### src/rtl/mem_arb_pkg.sv
// Shared types and constants for the program/data RAM arbiter.
package mem_arb_pkg;

    // Arbitration FSM states.
    typedef enum logic [1:0] {
        S_ARB      = 2'd0,
        S_DBG_LOCK = 2'd1,
        S_CPU_SLOT = 2'd2
    } arb_state_e;

    // Owner of the read currently returning from the RAM.
    localparam logic OWN_CPU = 1'b0;
    localparam logic OWN_DBG = 1'b1;

endpackage

### src/rtl/arb_read_return.sv
// Read-return path: remembers which port owns the RAM output, pipelines the
// read-valid strobes by one cycle and routes mem_dout to the owning port.
module arb_read_return
    import mem_arb_pkg::*;
#(
    parameter int unsigned DATA_W = 16
) (
    input  logic              clk,
    input  logic              reset_n,
    input  logic              cpu_gnt,
    input  logic              cpu_we,
    input  logic              dbg_gnt,
    input  logic              dbg_we,
    input  logic [DATA_W-1:0] mem_dout,
    output logic              cpu_rvalid,
    output logic [DATA_W-1:0] cpu_rdata,
    output logic              dbg_rvalid,
    output logic [DATA_W-1:0] dbg_rdata
);

    logic owner;

    // Owner bit follows the last grant; rvalid marks a read granted last cycle.
    always_ff @(posedge clk) begin
        if (!reset_n) begin
            owner      <= OWN_CPU;
            cpu_rvalid <= 1'b0;
            dbg_rvalid <= 1'b0;
        end else begin
            cpu_rvalid <= cpu_gnt & ~cpu_we;
            dbg_rvalid <= dbg_gnt & ~dbg_we;
            if (dbg_gnt) begin
                owner <= OWN_DBG;
            end else if (cpu_gnt) begin
                owner <= OWN_CPU;
            end
        end
    end

    // RAM output goes only to the owner; the other port sees zero.
    always_comb begin
        cpu_rdata = (owner == OWN_CPU) ? mem_dout : '0;
        dbg_rdata = (owner == OWN_DBG) ? mem_dout : '0;
    end

endmodule

### src/rtl/mem_arbiter.sv
// Arbiter for the single-port program/data RAM shared by the CPU and the
// debug/loader port. CPU-first, with debug starvation protection, a debug
// burst lock bounded while the CPU runs, and debug priority once halted.
module mem_arbiter
    import mem_arb_pkg::*;
#(
    parameter int unsigned ADDR_W       = 8,
    parameter int unsigned DATA_W       = 16,
    parameter int unsigned STARVE_LIMIT = 4,
    parameter int unsigned LOCK_MAX     = 8
) (
    input  logic              clk,
    input  logic              reset_n,
    input  logic              cpu_req,
    input  logic              cpu_we,
    input  logic [ADDR_W-1:0] cpu_addr,
    input  logic [DATA_W-1:0] cpu_wdata,
    output logic              cpu_gnt,
    output logic              cpu_rvalid,
    output logic [DATA_W-1:0] cpu_rdata,
    input  logic              cpu_halted,
    input  logic              dbg_req,
    input  logic              dbg_we,
    input  logic [ADDR_W-1:0] dbg_addr,
    input  logic [DATA_W-1:0] dbg_wdata,
    input  logic              dbg_lock,
    output logic              dbg_gnt,
    output logic              dbg_rvalid,
    output logic [DATA_W-1:0] dbg_rdata,
    output logic [ADDR_W-1:0] mem_addr,
    output logic              mem_write,
    output logic [DATA_W-1:0] mem_din,
    input  logic [DATA_W-1:0] mem_dout
);

    localparam int unsigned SW = $clog2(STARVE_LIMIT + 1);
    localparam int unsigned LW = $clog2(LOCK_MAX + 1);

    arb_state_e        state;
    logic [SW-1:0]     starve_cnt;
    logic [LW-1:0]     lock_cnt;
    logic [LW-1:0]     lock_inc;
    logic [ADDR_W-1:0] addr_q;
    logic [DATA_W-1:0] din_q;
    logic              dbg_wins;

    // Grant decode from current state and live requests.
    always_comb begin
        cpu_gnt  = 1'b0;
        dbg_gnt  = 1'b0;
        dbg_wins = 1'b0;
        if (reset_n) begin
            unique case (state)
                S_ARB: begin
                    dbg_wins = dbg_req & (~cpu_req | cpu_halted |
                                          (starve_cnt == SW'(STARVE_LIMIT)));
                    dbg_gnt  = dbg_wins;
                    cpu_gnt  = cpu_req & ~dbg_wins;
                end
                S_DBG_LOCK: dbg_gnt = dbg_req;
                S_CPU_SLOT: cpu_gnt = cpu_req;
                default: ;
            endcase
        end
    end

    // RAM muxes; the address and data hold their last value on idle cycles.
    always_comb begin
        mem_write = (cpu_gnt & cpu_we) | (dbg_gnt & dbg_we);
        if (!reset_n) begin
            mem_addr = '0;
            mem_din  = '0;
        end else if (cpu_gnt) begin
            mem_addr = cpu_addr;
            mem_din  = cpu_wdata;
        end else if (dbg_gnt) begin
            mem_addr = dbg_addr;
            mem_din  = dbg_wdata;
        end else begin
            mem_addr = addr_q;
            mem_din  = din_q;
        end
    end

    // Saturating lock-cycle count (saturation only matters while halted).
    always_comb begin
        lock_inc = (lock_cnt == LW'(LOCK_MAX)) ? lock_cnt : lock_cnt + 1'b1;
    end

    // Hold registers for the RAM address/data muxes.
    always_ff @(posedge clk) begin
        if (!reset_n) begin
            addr_q <= '0;
            din_q  <= '0;
        end else begin
            addr_q <= mem_addr;
            din_q  <= mem_din;
        end
    end

    // Arbitration FSM with starvation and lock counters.
    always_ff @(posedge clk) begin
        if (!reset_n) begin
            state      <= S_ARB;
            starve_cnt <= '0;
            lock_cnt   <= '0;
        end else begin
            if (dbg_gnt) begin
                starve_cnt <= '0;
            end else if (dbg_req && (starve_cnt != SW'(STARVE_LIMIT))) begin
                starve_cnt <= starve_cnt + 1'b1;
            end

            unique case (state)
                S_ARB: begin
                    if (dbg_gnt && dbg_lock) begin
                        state    <= S_DBG_LOCK;
                        lock_cnt <= LW'(1);
                    end
                end
                S_DBG_LOCK: begin
                    if (!dbg_lock) begin
                        state    <= S_ARB;
                        lock_cnt <= '0;
                    end else begin
                        lock_cnt <= lock_inc;
                        // The CPU gets one slot after LOCK_MAX locked cycles.
                        if ((lock_inc == LW'(LOCK_MAX)) && !cpu_halted) begin
                            state <= S_CPU_SLOT;
                        end
                    end
                end
                S_CPU_SLOT: begin
                    state    <= dbg_lock ? S_DBG_LOCK : S_ARB;
                    lock_cnt <= '0;
                end
                default: begin
                    state    <= S_ARB;
                    lock_cnt <= '0;
                end
            endcase
        end
    end

    arb_read_return #(
        .DATA_W (DATA_W)
    ) u_read_return (
        .clk        (clk),
        .reset_n    (reset_n),
        .cpu_gnt    (cpu_gnt),
        .cpu_we     (cpu_we),
        .dbg_gnt    (dbg_gnt),
        .dbg_we     (dbg_we),
        .mem_dout   (mem_dout),
        .cpu_rvalid (cpu_rvalid),
        .cpu_rdata  (cpu_rdata),
        .dbg_rvalid (dbg_rvalid),
        .dbg_rdata  (dbg_rdata)
    );

endmodule

### config.mk
export PLATFORM = sky130hd
export DESIGN_NAME = mem_arbiter
export DESIGN_NICKNAME = d
export VERILOG_FILES = /design/src/rtl/mem_arb_pkg.sv /design/src/rtl/arb_read_return.sv /design/src/rtl/mem_arbiter.sv
export SDC_FILE = /design/constraint.sdc
export NUM_CORES = 1
export LEC_CHECK = 0
export ABC_AREA = 1
export CAP_MARGIN = 30
export CORE_MARGIN = 4
export CORE_UTILIZATION = 42
export CTS_CLUSTER_DIAMETER = 40
export DETAILED_ROUTE_END_ITERATION = 8
export GPL_TIMING_DRIVEN = 0
export PLACE_DENSITY = 0.86
export SETUP_SLACK_MARGIN = 0.02
export SLEW_MARGIN = 30
export SYNTH_ARGS = -nofsm -noshare
export SYNTH_HDL_FRONTEND = slang
export SYNTH_SLANG_ARGS = --single-unit
### constraint.sdc
create_clock -name clk -period 2.5 [get_ports clk]
set_input_delay 0.25 -clock clk [delete_from_list [all_inputs] [get_ports clk]]
set_output_delay 0.25 -clock clk [all_outputs]
set_load 0.01 [all_outputs]
Yosys cells after proc, flatten, opt, wreduce, memory -nomap -nowiden
Index checks and enable logic that the tools add are counted.

operators by class
  $add $sub $neg = 2
  equality and inequality tests = 8
  muxes and demuxes = 23
  bitwise operators = 14
  reductions and logical operators = 8

operators by type and width
  operator                                                          number
  16-bit 2-to-1 mux                                                 5
  8-bit 2-to-1 mux                                                  3
  4-bit 2-to-1 mux                                                  3
  4-bit == test (second input constant)                             2
  4-bit one-hot mux with 2 select lines                             1
  1-bit bitwise AND                                                 6
  2-bit 2-to-1 mux                                                  3
  3-bit != test (second input constant)                             2
  2-bit one-hot mux with 3 select lines                             1
  1-bit 2-to-1 mux                                                  5
  1-bit NOT                                                         5
  4-bit by 1-bit adder with 4-bit output (second input constant)    1
  1-bit one-hot mux with 2 select lines                             2
  3-bit by 1-bit adder with 3-bit output (second input constant)    1
  3-bit == test (second input constant)                             1
  1-bit logical AND                                                 3
  1-bit OR                                                          3
  2-bit by 1-bit == test with 1-bit output (second input constant)  1
  2-bit == test (second input constant)                             1
  2-bit logical NOT                                                 1
  2-bit != test (second input constant)                             1
  2-bit AND reduction                                               1
  2-bit nonzero test                                                1
  2-bit OR reduction                                                1
  1-bit logical NOT                                                 1

word-level totals
  bits in registers = 36
  input port bits = 72
  output and inout bits = 61
  logic and storage cells = 63

Longest topological paths before layout
Gate-level depths: netlist (run 1).

  depth in word-level cells = 10
  depth in mapped cells = 11
  depth with buffers taken out = 10

Cells and area by module
A second synthesis (run 1) with hierarchy kept.

unflattened totals
  cell total of the unflattened synthesis = 401
  area total of the unflattened synthesis = 2416.1 µm²

modules (own cells, without submodules)
  module           instances  cells each  area an instance (µm²)  sequential area each (µm²)
  mem_arbiter      1          323         2043.2                  660.6
  arb_read_return  1          78          372.9                   60.1

Worst setup path before layout (run 1)
No wires, ideal clock.

  kind = flip-flop to output port
  start = reg starve_cnt[0]
  end = out mem_addr[0]
  arrival = 1.376 ns
  required time = 2.250 ns
  slack = 0.874 ns
  stages on the path, launching flop included = 11
  buffers on the path = 1
  path through = dfxtp_1 inv_1 ha_1 nand2_1 nand3_4 nand3_4 buf_6 nand2_1 nand3_1 nand2_1 inv_1

on the way
  cells in the longest elaborated chain, start to end = 9
  elaborated cells on any way between the ends = 12
  classes of those cells = eq/ne: 1; mux: 7; bitwise: 4

ends and longest elaborated chain
  element                                RTL line            source
  start: declaration                     mem_arbiter.sv:40   logic [SW-1:0] starve_cnt;
  start signal: assignment               mem_arbiter.sv:111  starve_cnt <= starve_cnt + 1'b1;
  3-bit == test (*)                      mem_arbiter.sv:56   (starve_cnt == SW'(STARVE_LIMIT)));
  1-bit OR (*)                           mem_arbiter.sv:55   dbg_wins = dbg_req & (~cpu_req | cpu_halted |
  1-bit bitwise AND (*)                  mem_arbiter.sv:55
  1-bit NOT                              mem_arbiter.sv:58   cpu_gnt = cpu_req & ~dbg_wins;
  1-bit bitwise AND                      mem_arbiter.sv:58
  1-bit one-hot mux with 2 select lines  mem_arbiter.sv:53   unique case (state)
  1-bit 2-to-1 mux                       mem_arbiter.sv:52   if (reset_n) begin
  8-bit 2-to-1 mux (*)                   mem_arbiter.sv:73   end else if (cpu_gnt) begin
  8-bit 2-to-1 mux (*)                   mem_arbiter.sv:70   if (!reset_n) begin
  end: declaration                       mem_arbiter.sv:30   output logic [ADDR_W-1:0] mem_addr,

Mark *: on every way between the ends. The rest lies on a longest branch, timed or not.

Final worst setup path (run 1)
  start = reg starve_cnt[1]
  end = out mem_write

on the way
  cells in the longest elaborated chain, start to end = 9
  elaborated cells on any way between the ends = 12
  classes of those cells = eq/ne: 1; mux: 4; bitwise: 7

ends and longest elaborated chain
  element                                RTL line           source
  3-bit == test (*)                      mem_arbiter.sv:56
  1-bit OR (*)                           mem_arbiter.sv:55
  1-bit bitwise AND (*)                  mem_arbiter.sv:55
  1-bit NOT                              mem_arbiter.sv:58
  1-bit bitwise AND                      mem_arbiter.sv:58
  1-bit one-hot mux with 2 select lines  mem_arbiter.sv:53
  1-bit 2-to-1 mux                       mem_arbiter.sv:52
  1-bit bitwise AND                      mem_arbiter.sv:69  mem_write = (cpu_gnt & cpu_we) | (dbg_gnt & dbg_we);
  1-bit OR (*)                           mem_arbiter.sv:69
  end: declaration                       mem_arbiter.sv:31  output logic mem_write,

Marks and branches as above.

==> results.cfg, run 1 <==
[status]
run_status = complete, no violations

[finish]
final_nets = 617
antenna_cells = 0
num-fill-cells = 484
finalInstanceArea_um2 = 3990
final_layout_size_suffix_gt1_share_pct = 7.75
syn2layout_area_growth_pct = 65.9

[detailed_routing]
wl_per_cell_um = 12.8
drc_errors = 0
ant_nets = 0
drt_iter0_drc = 115
routed_wl_um = 7830
vias_per_cell = 4.71
vias = 2890
drtPass1Iterations = 4

[sta]
layout_setup_ws_ps = 128
finClkSkew_ps = 5.68
worst_slew_pin_slew_ps = 455
slew_headroom_pct = 69.7
finalHoldViolCount = 0
rsz0062_at_grt = false
max_freq_ghz = 0.422
drv_slew = 0
setup_violations = 0
min_period_over_period_pct = 94.9
finalCriticalPeriod_ps = 2370

[floorplan]
std_cell_rows = 27
coreArea_um2 = 5540
die_area_um2 = 7010
die_h_um = 83.7
start_util_pct = 43.5
die_w_um = 83.7
ios = 133

[global_route]
globalRouteOverflowTotal = 0
grt_max_degree = 11
grt_pass1_vias = 2788
antenna_found_initial = 0
grt_pass1_wl_um = 12500
grtUsageTotal_pct = 21.5

[worst_setup_path]
setup.worst_path.class = reg -> out
cp_max_fo = 10
path_common_cell = nand2_2
cp_slowest_cell = clkdlybuf4s50_1
cp_top_family = buffers and inverters
startpoint = starve_cnt[1]$_SDFFE_PP0P_
arrival_ps = 2120
path_cells = inv_1, ha_1, nand2_2, nand2_1, nand2_2, nand2_4, buf_6, inv_2, a22o_1, clkdlybuf4s50_1
worstSetupEndpointType = output pin
worstRegToRegCells = 11
crit_cells = 10
cp.buffers_inverters = 4
r2r-start = starve_cnt[1]$_SDFFE_PP0P_
slowest_delay_ps = 540
required_ps = 2250
cp-start-kind = flop

[clock_network]
clock_path_buffers = 2
worstSkewPairLatency_ps = 280
numCtsBuffers = 5
cts-root-buf = clkbuf_8
cts_tree = built
worst_setup_hold_path_clk_slew_ps = 70
cts.sinks = 36
htree_levels = 2

[synthesis]
netlist.area_leader.share_pct = 29.9
synth_edf_count = 0
synthArstFlopShare_pct = 0
seq_area_frac_synth_pct = 29.9
synth_area_leaders = dfxtp_1 30%, inv_1 18%, nand2_1 13%
syn_area_um2 = 2410
synth_commonest_cells = 117 x inv_1, 85 x nand2_1, 36 x dfxtp_1, 36 x nand3_1, 27 x nand4_1
yosys.area.top_type = dfxtp_1
post_synth_num_cell_types = 27
synth_nets = 473
syn_inst = 397
avgSynthCellArea_um2 = 6.06
dominantRegCellSynth = dfxtp_1
ys_ff_latch = 36
yosys.cell_count.top_type = inv_1
ys_warn_count = 0

[placement]
gp_congestion = 0.906
place_ws_ps = -31.9
post-dp-hpwl_um = 6180
placed_area_um2 = 3810
io_buffers = 131

[min_path]
min_path_type = in -> reg
worstHoldStart = reset_n
whs_path_depth = 3

[power]
ir_worst_vdd_v = 0.000342
leakage_uw = 0.00255
power_density_nw_per_um2 = 404

[flow_run]
maxCapViolations = 0
what timing repair did:
action | in CTS | in global routing
pin swaps | 3 | 1
resized for setup | 10 | 22
setup buffers | 5 | 1
hold buffers | 0 | 0
endpoints found under the setup margin | 25 | 18
kinds of logic (layout without fill, tap and decap cells):
group / Yosys count / in the layout / share of synthesized area, %
AOI/OAI and AO/OA: 33 / 33 / 7.22
xor gates and xnor gates: 1 / 1 / 0.364
adders and majority gates: 4 / 4 / 2.08
buffers and inverters: 143 / 288 / 24.6
DFF: 36 / 36 / 29.9
and+or+nand+nor: 180 / 180 / 35.8
per-stage QoR:
stage	util (%)	hold slack (ps)	TNS (ps)	std cells	total power [uW]
after floorplan	-	322	0	397	891
after global placement	68.7	472	0	600	1190
after detailed placement	68.7	493	-142	600	1200
after CTS	71.0	337	0	613	1620
after global routing	72.1	370	0	614	1700
final	72.1	343	0	614	1610
power by group:
group,total (uW),leakage [uW],switching [uW],internal [uW]
sequential,623,0.000296,12.2,611
combinational,563,0.00220,261,302
clock,426,0.0000455,201,225
total,1610,0.00255,474,1140
final cells by class:
class                      instances  area (um2)  area share (%)
tap                               72        90.1            2.26
timing repair buffer             137        1390            34.8
buffer                            21         148            3.70
sequential                        36         722            18.1
inverter                         122         458            11.5
clock buffer                       8        90.1            2.26
multi-input combinational        218        1100            27.5
metal layers:
metal  up-vias  share of wire [%]  global-route usage, %
met5         -                  0                      0
met4         0                2.1                   6.87
met3        12                6.7                   3.55
met2       123                 51                   40.8
met1      1269                 40                   24.1
li1       1486                  -                      -
cells in the final DEF, fill, tap and decap left out, types with 2 or more instances in the layout:
cell type        instances
a21oi_1                  5
buf_2                    4
buf_4                    9
buf_6                    5
clkbuf_1                 9
clkbuf_8                 6
clkdlybuf4s50_1        106
dfxtp_1                 35
dlygate4sd2_1            8
dlymetal6s2s_1          17
ha_1                     4
inv_1                  117
inv_2                    5
nand2_1                 84
nand2_2                  2
nand3_1                 36
nand3_4                  2
nand4_1                 27
nor2_1                  23
o21ai_0                  2
o21ai_1                 23
final timing paths:
path                                end  slack (ps)
max                           mem_write         130
min               state[0]$_SDFFE_PN0P_         340
max reg2reg        din_q[13]$_SDFF_PN0_         970
min reg2reg  starve_cnt[0]$_SDFFE_PP0P_         490
worst register-to-register path: cells and delay by family, from the launching register on:
kind | cells | cell delay [ps]
and+or+nand+nor | 5 | 420
DFF | 1 | 360
buffers and inverters | 4 | 310
adders and majority gates | 1 | 180
AOI/OAI and AO/OA | 1 | 140
registers in the layout (all words and copies together), names as in the netlist:
name,flops
din_q,16
addr_q,8
lock_cnt,4
starve_cnt,3
state,2
u_read_return.cpu_rvalid,1
u_read_return.dbg_rvalid,1
u_read_return.owner,1
No activity file was read; power rests on OpenSTA's default activity.
==> run 2, diff against run 1 <==
- PLACE_DENSITY: 0.86 -> 0.95
==> results.cfg, run 2 (synthesis results as in run 1) <==
[finish]
final_layout_size_suffix_gt1_share_pct = 7.41
layout_common_cells = 117 x inv_1, 105 x clkdlybuf4s50_1, 84 x nand2_1
reg_top3 = din_q (16), addr_q (8), lock_cnt (4)
final_nets = 615
utilization_pct = 71.6
syn2layout_area_growth_pct = 64.7
largest_reg_flops = 16
final_common_cell = inv_1
largest_register = din_q
final_cells = 613
finalInstanceArea_um2 = 3970
num-fill-cells = 455

[placement]
placed_area_um2 = 3810
gp_congestion = 0.893
io_buffers = 131
place_inst = 600
post-dp-hpwl_um = 6220

[sta]
setup_violations = 0
min_period_over_period_pct = 92.0
worst_slew_pin_slew_ps = 434
finalHoldViolCount = 0
slew_headroom_pct = 71.1
hold_ws_ps = 339
max_freq_ghz = 0.435
finClkSkew_ps = 3.36
finalCriticalPeriod_ps = 2300
rsz0062_at_grt = false
drv_slew = 0

[detailed_routing]
vias = 2967
vias_per_cell = 4.84
routed_wl_um = 7760
drt_iter0_drc = 97
ant_nets = 0
drc_errors = 0
wl_per_cell_um = 12.7
drtPass1Iterations = 4

[floorplan]
start_util_pct = 43.5
die_w_um = 83.7
ios = 133
std_cell_rows = 27
die_h_um = 83.7
die_area_um2 = 7010
coreArea_um2 = 5540

[worst_setup_path]
cp_top_family = buffers and inverters
arrival_ps = 2050
path_common_cell = inv_1
cp-start-kind = flop
required_ps = 2250
setup.worst_path.class = reg -> out
cp_max_fo = 10
cp.buffers_inverters = 5
slowest_delay_ps = 340
path_cells = inv_1, ha_1, nand2_2, nand2_1, nand2_2, nand2_4, buf_8, o21ai_1, inv_1, nand2_1, inv_1, dlygate4sd2_1
worstSetupEndpointType = output pin
cp_slowest_cell = dfxtp_2

[clock_network]
cts-root-buf = clkbuf_8
worstSkewPairLatency_ps = 280
cts_tree = built
cts.sinks = 36
numCtsBuffers = 5
postCtsHoldBufs = 0
worst_setup_hold_path_clk_slew_ps = 70
htree_levels = 2
clock_path_buffers = 2

[status]
run_status = complete, no violations

[power]
leakage_uw = 0.00251
ir_worst_vdd_v = 0.000286
power_density_nw_per_um2 = 405
p_total_uw = 1610

[global_route]
grt_pass1_vias = 2943
grt_pass1_wl_um = 12800
antenna_found_initial = 1
globalRouteOverflowTotal = 0
grtUsageTotal_pct = 22.0
grt_max_degree = 11

[flow_run]
maxCapViolations = 0

[min_path]
min_path_type = in -> reg
## run 2: cell count changes in the layout (fill, tap and decap cells not counted)
cell and delta:
buf_6 -1, dlygate4sd2_1 +3, clkdlybuf4s50_1 -1, dlymetal6s2s_1 -2, diode_2 +1, buf_4 -2
buf_2 +1
## run 2: final cells by class
class,instances,area (um2),area share (%)
Antenna cell,1,2.50,0.0631
Buffer,21,141,3.57
Clock buffer,8,90.1,2.27
Inverter,122,458,11.5
Multi-Input combinational cell,218,1100,27.6
Sequential cell,36,722,18.2
Tap cell,72,90.1,2.27
Timing Repair Buffer,135,1370,34.4
## run 2: per-layer routing
metal	vias to the layer above	share of wire [%]	routed length, um	track usage, %
met5	-	0	0	0
met4	0	2.9	227	8.63
met3	17	7.3	563	3.36
met2	140	51	3980	41.6
met1	1328	39	2990	24.1
li1	1482	-	-	-
## run 2: where the power goes
part | switching [uW] | internal, uW
registers | 12.7 | 611
clock network | 199 | 225
logic | 263 | 297
total | 475 | 1130
## run 2: final timing paths
kind                                   start                    endpoint  slack (ps)  cells after the start
setup / recovery  starve_cnt[0]$_SDFFE_PP0P_                  mem_din[9]         200                     12
hold reg to reg   starve_cnt[1]$_SDFFE_PP0P_  starve_cnt[1]$_SDFFE_PP0P_         490                      2
setup reg to reg  starve_cnt[0]$_SDFFE_PP0P_        addr_q[5]$_SDFF_PN0_         900                     11
hold / removal                       reset_n       state[0]$_SDFFE_PN0P_         340                      3
## run 2: repair_timing
item / in CTS / in global routing
pin swaps: 3 / 1
endpoints found under the hold margin: 0 / 0
setup buffers: 4 / 0
resized for setup: 12 / 18
endpoints found under the setup margin: 25 / 18
## run 2: worst min-delay path: stages
cell and delay [ps]:
buf_4 150, inv_2 130, a21oi_2 40
## run 2: through the flow
step                      setup slack (ps)  setup TNS [ps]
final                                  200               0
after global routing                  38.0               0
after CTS                             21.7               0
after detailed placement             -73.4            -152
after global placement                6.41               0
after floorplan                        874               0
==> run 3, diff against run 2 <==
- CORE_ASPECT_RATIO: unset -> 1.4
- CORE_UTILIZATION: 42 -> 50
- DONT_BUFFER_PORTS: unset -> 1
- PLACE_DENSITY: 0.95 -> 0.76
==> results.cfg, run 3 (synthesis results as in run 1) <==
[finish]
final_common_cell = inv_1
largest_register = din_q
syn2layout_area_growth_pct = 6.96
final_cells = 467
reg_top3 = din_q (16), addr_q (8), lock_cnt (4)
antenna_cells = 0
utilization_pct = 55.9
final_layout_size_suffix_gt1_share_pct = 8.40
largest_reg_flops = 16
final_nets = 480
layout_common_cells = 117 x inv_1, 85 x nand2_1, 36 x nand3_1, 36 x dfxtp_1, 27 x nand4_1

[worst_setup_path]
cp_slowest_cell = dfxtp_1
path_cells = inv_1, ha_1, nand2_1, nand3_4, nand3_4, buf_6, nand2_1, nand3_1, nand2_1, inv_1
startpoint = starve_cnt[0]$_SDFFE_PP0P_
setup.worst_path.class = reg -> out
path_common_cell = nand2_1
slowest_delay_ps = 360
r2r-start = starve_cnt[0]$_SDFFE_PP0P_
cp-start-kind = flop
worstSetupEndpointType = output pin
required_ps = 2250
cp_max_fo = 10
arrival_ps = 1930

[clock_network]
postCtsHoldBufs = 0
worstSkewPairLatency_ps = 290
cts_setup_buffers = 0
htree_levels = 2
cts-root-buf = clkbuf_8
numCtsBuffers = 5
cts_tree = built
cts.sinks = 36
worst_setup_hold_path_clk_slew_ps = 70
clock_path_buffers = 2
cts_resized = 0

[sta]
setup_tns_ps = 0
slew_headroom_pct = 68.9
max_freq_ghz = 0.458
min_period_over_period_pct = 87.3
finalHoldViolCount = 0
drv_slew = 0
finalCriticalPeriod_ps = 2180
rsz0062_at_grt = false
finClkSkew_ps = 5.72
worst_slew_pin_slew_ps = 467
setup_violations = 0

[detailed_routing]
vias = 2349
vias_per_cell = 5.03
drtPass1Iterations = 5
routed_wl_um = 6160
drc_errors = 0
drt_iter0_drc = 83
wl_per_cell_um = 13.2
ant_nets = 0

[placement]
gp_congestion = 0.762
post-dp-hpwl_um = 4930
place_inst = 459
io_buffers = 0

[floorplan]
die_area_um2 = 6000
die_w_um = 66.6
die_h_um = 90.1
coreArea_um2 = 4610
std_cell_rows = 29
ios = 133
start_util_pct = 52.2

[global_route]
antenna_found_initial = 0
grt_pass1_wl_um = 9960
grt_pass1_vias = 2201
globalRouteOverflowTotal = 0
grt_max_degree = 11
grtUsageTotal_pct = 20.8

[power]
leakage_uw = 0.00172
power_density_nw_per_um2 = 527
ir_worst_vdd_v = 0.000285

[flow_run]
maxCapViolations = 0

[min_path]
min_path_type = in -> reg
worstHoldStart = dbg_we

[status]
run_status = complete, no violations
run 3: critical path: cells and delay by family, from the launching register on:
| kind | cells | cell delay (ps) |
|---|---|---|
| and+or+nand+nor | 6 | 750 |
| DFF | 1 | 360 |
| buffers and inverters | 3 | 360 |
| adders and majority gates | 1 | 190 |
run 3: path summary, 6_finish.rpt:
path	to	slack, ps	cells after the start
setup / recovery	mem_addr[6]	320	10
hold / removal	u_read_return.dbg_rvalid$_SDFF_PN0_	20	1
setup reg to reg	din_q[0]$_SDFF_PN0_	840	11
hold reg to reg	starve_cnt[1]$_SDFFE_PP0P_	490	2
run 3: layer usage:
| metal | track usage [%] | share of wire [%] | up-vias |
|---|---|---|---|
| li1 | - | - | 1204 |
| met1 | 22.4 | 37 | 1039 |
| met2 | 37.0 | 52 | 99 |
| met3 | 7.11 | 9.7 | 7 |
| met4 | 6.10 | 1.2 | 0 |
| met5 | 0 | 0 | - |
run 3: layout make-up:
| class | count | area (um2) |
|---|---|---|
| Buffer | 21 | 135 |
| Tap cell | 62 | 77.6 |
| Clock buffer | 8 | 90.1 |
| Multi-Input combinational cell | 218 | 1090 |
| Inverter | 122 | 458 |
| Sequential cell | 36 | 721 |
| Fill cell | 495 | 2030 |
run 3: through the flow:
stage	area, um2	setup WS (ps)	hold slack (ps)	power, uW
2_1_floorplan	2410	874	322	891
4_1_cts	2570	301	11.5	1380
6_report	2570	317	22.4	1360
3_5_place_dp	2480	613	325	946
5_1_grt	2570	96.5	11.7	1450
3_3_place_gp	2480	669	323	937
run 3: where the power goes:
part | internal, uW | leakage [uW] | switching (uW)
Combinational | 95.3 | 0.00138 | 211
Sequential | 610 | 0.000295 | 12.6
Clock | 225 | 0.0000455 | 203
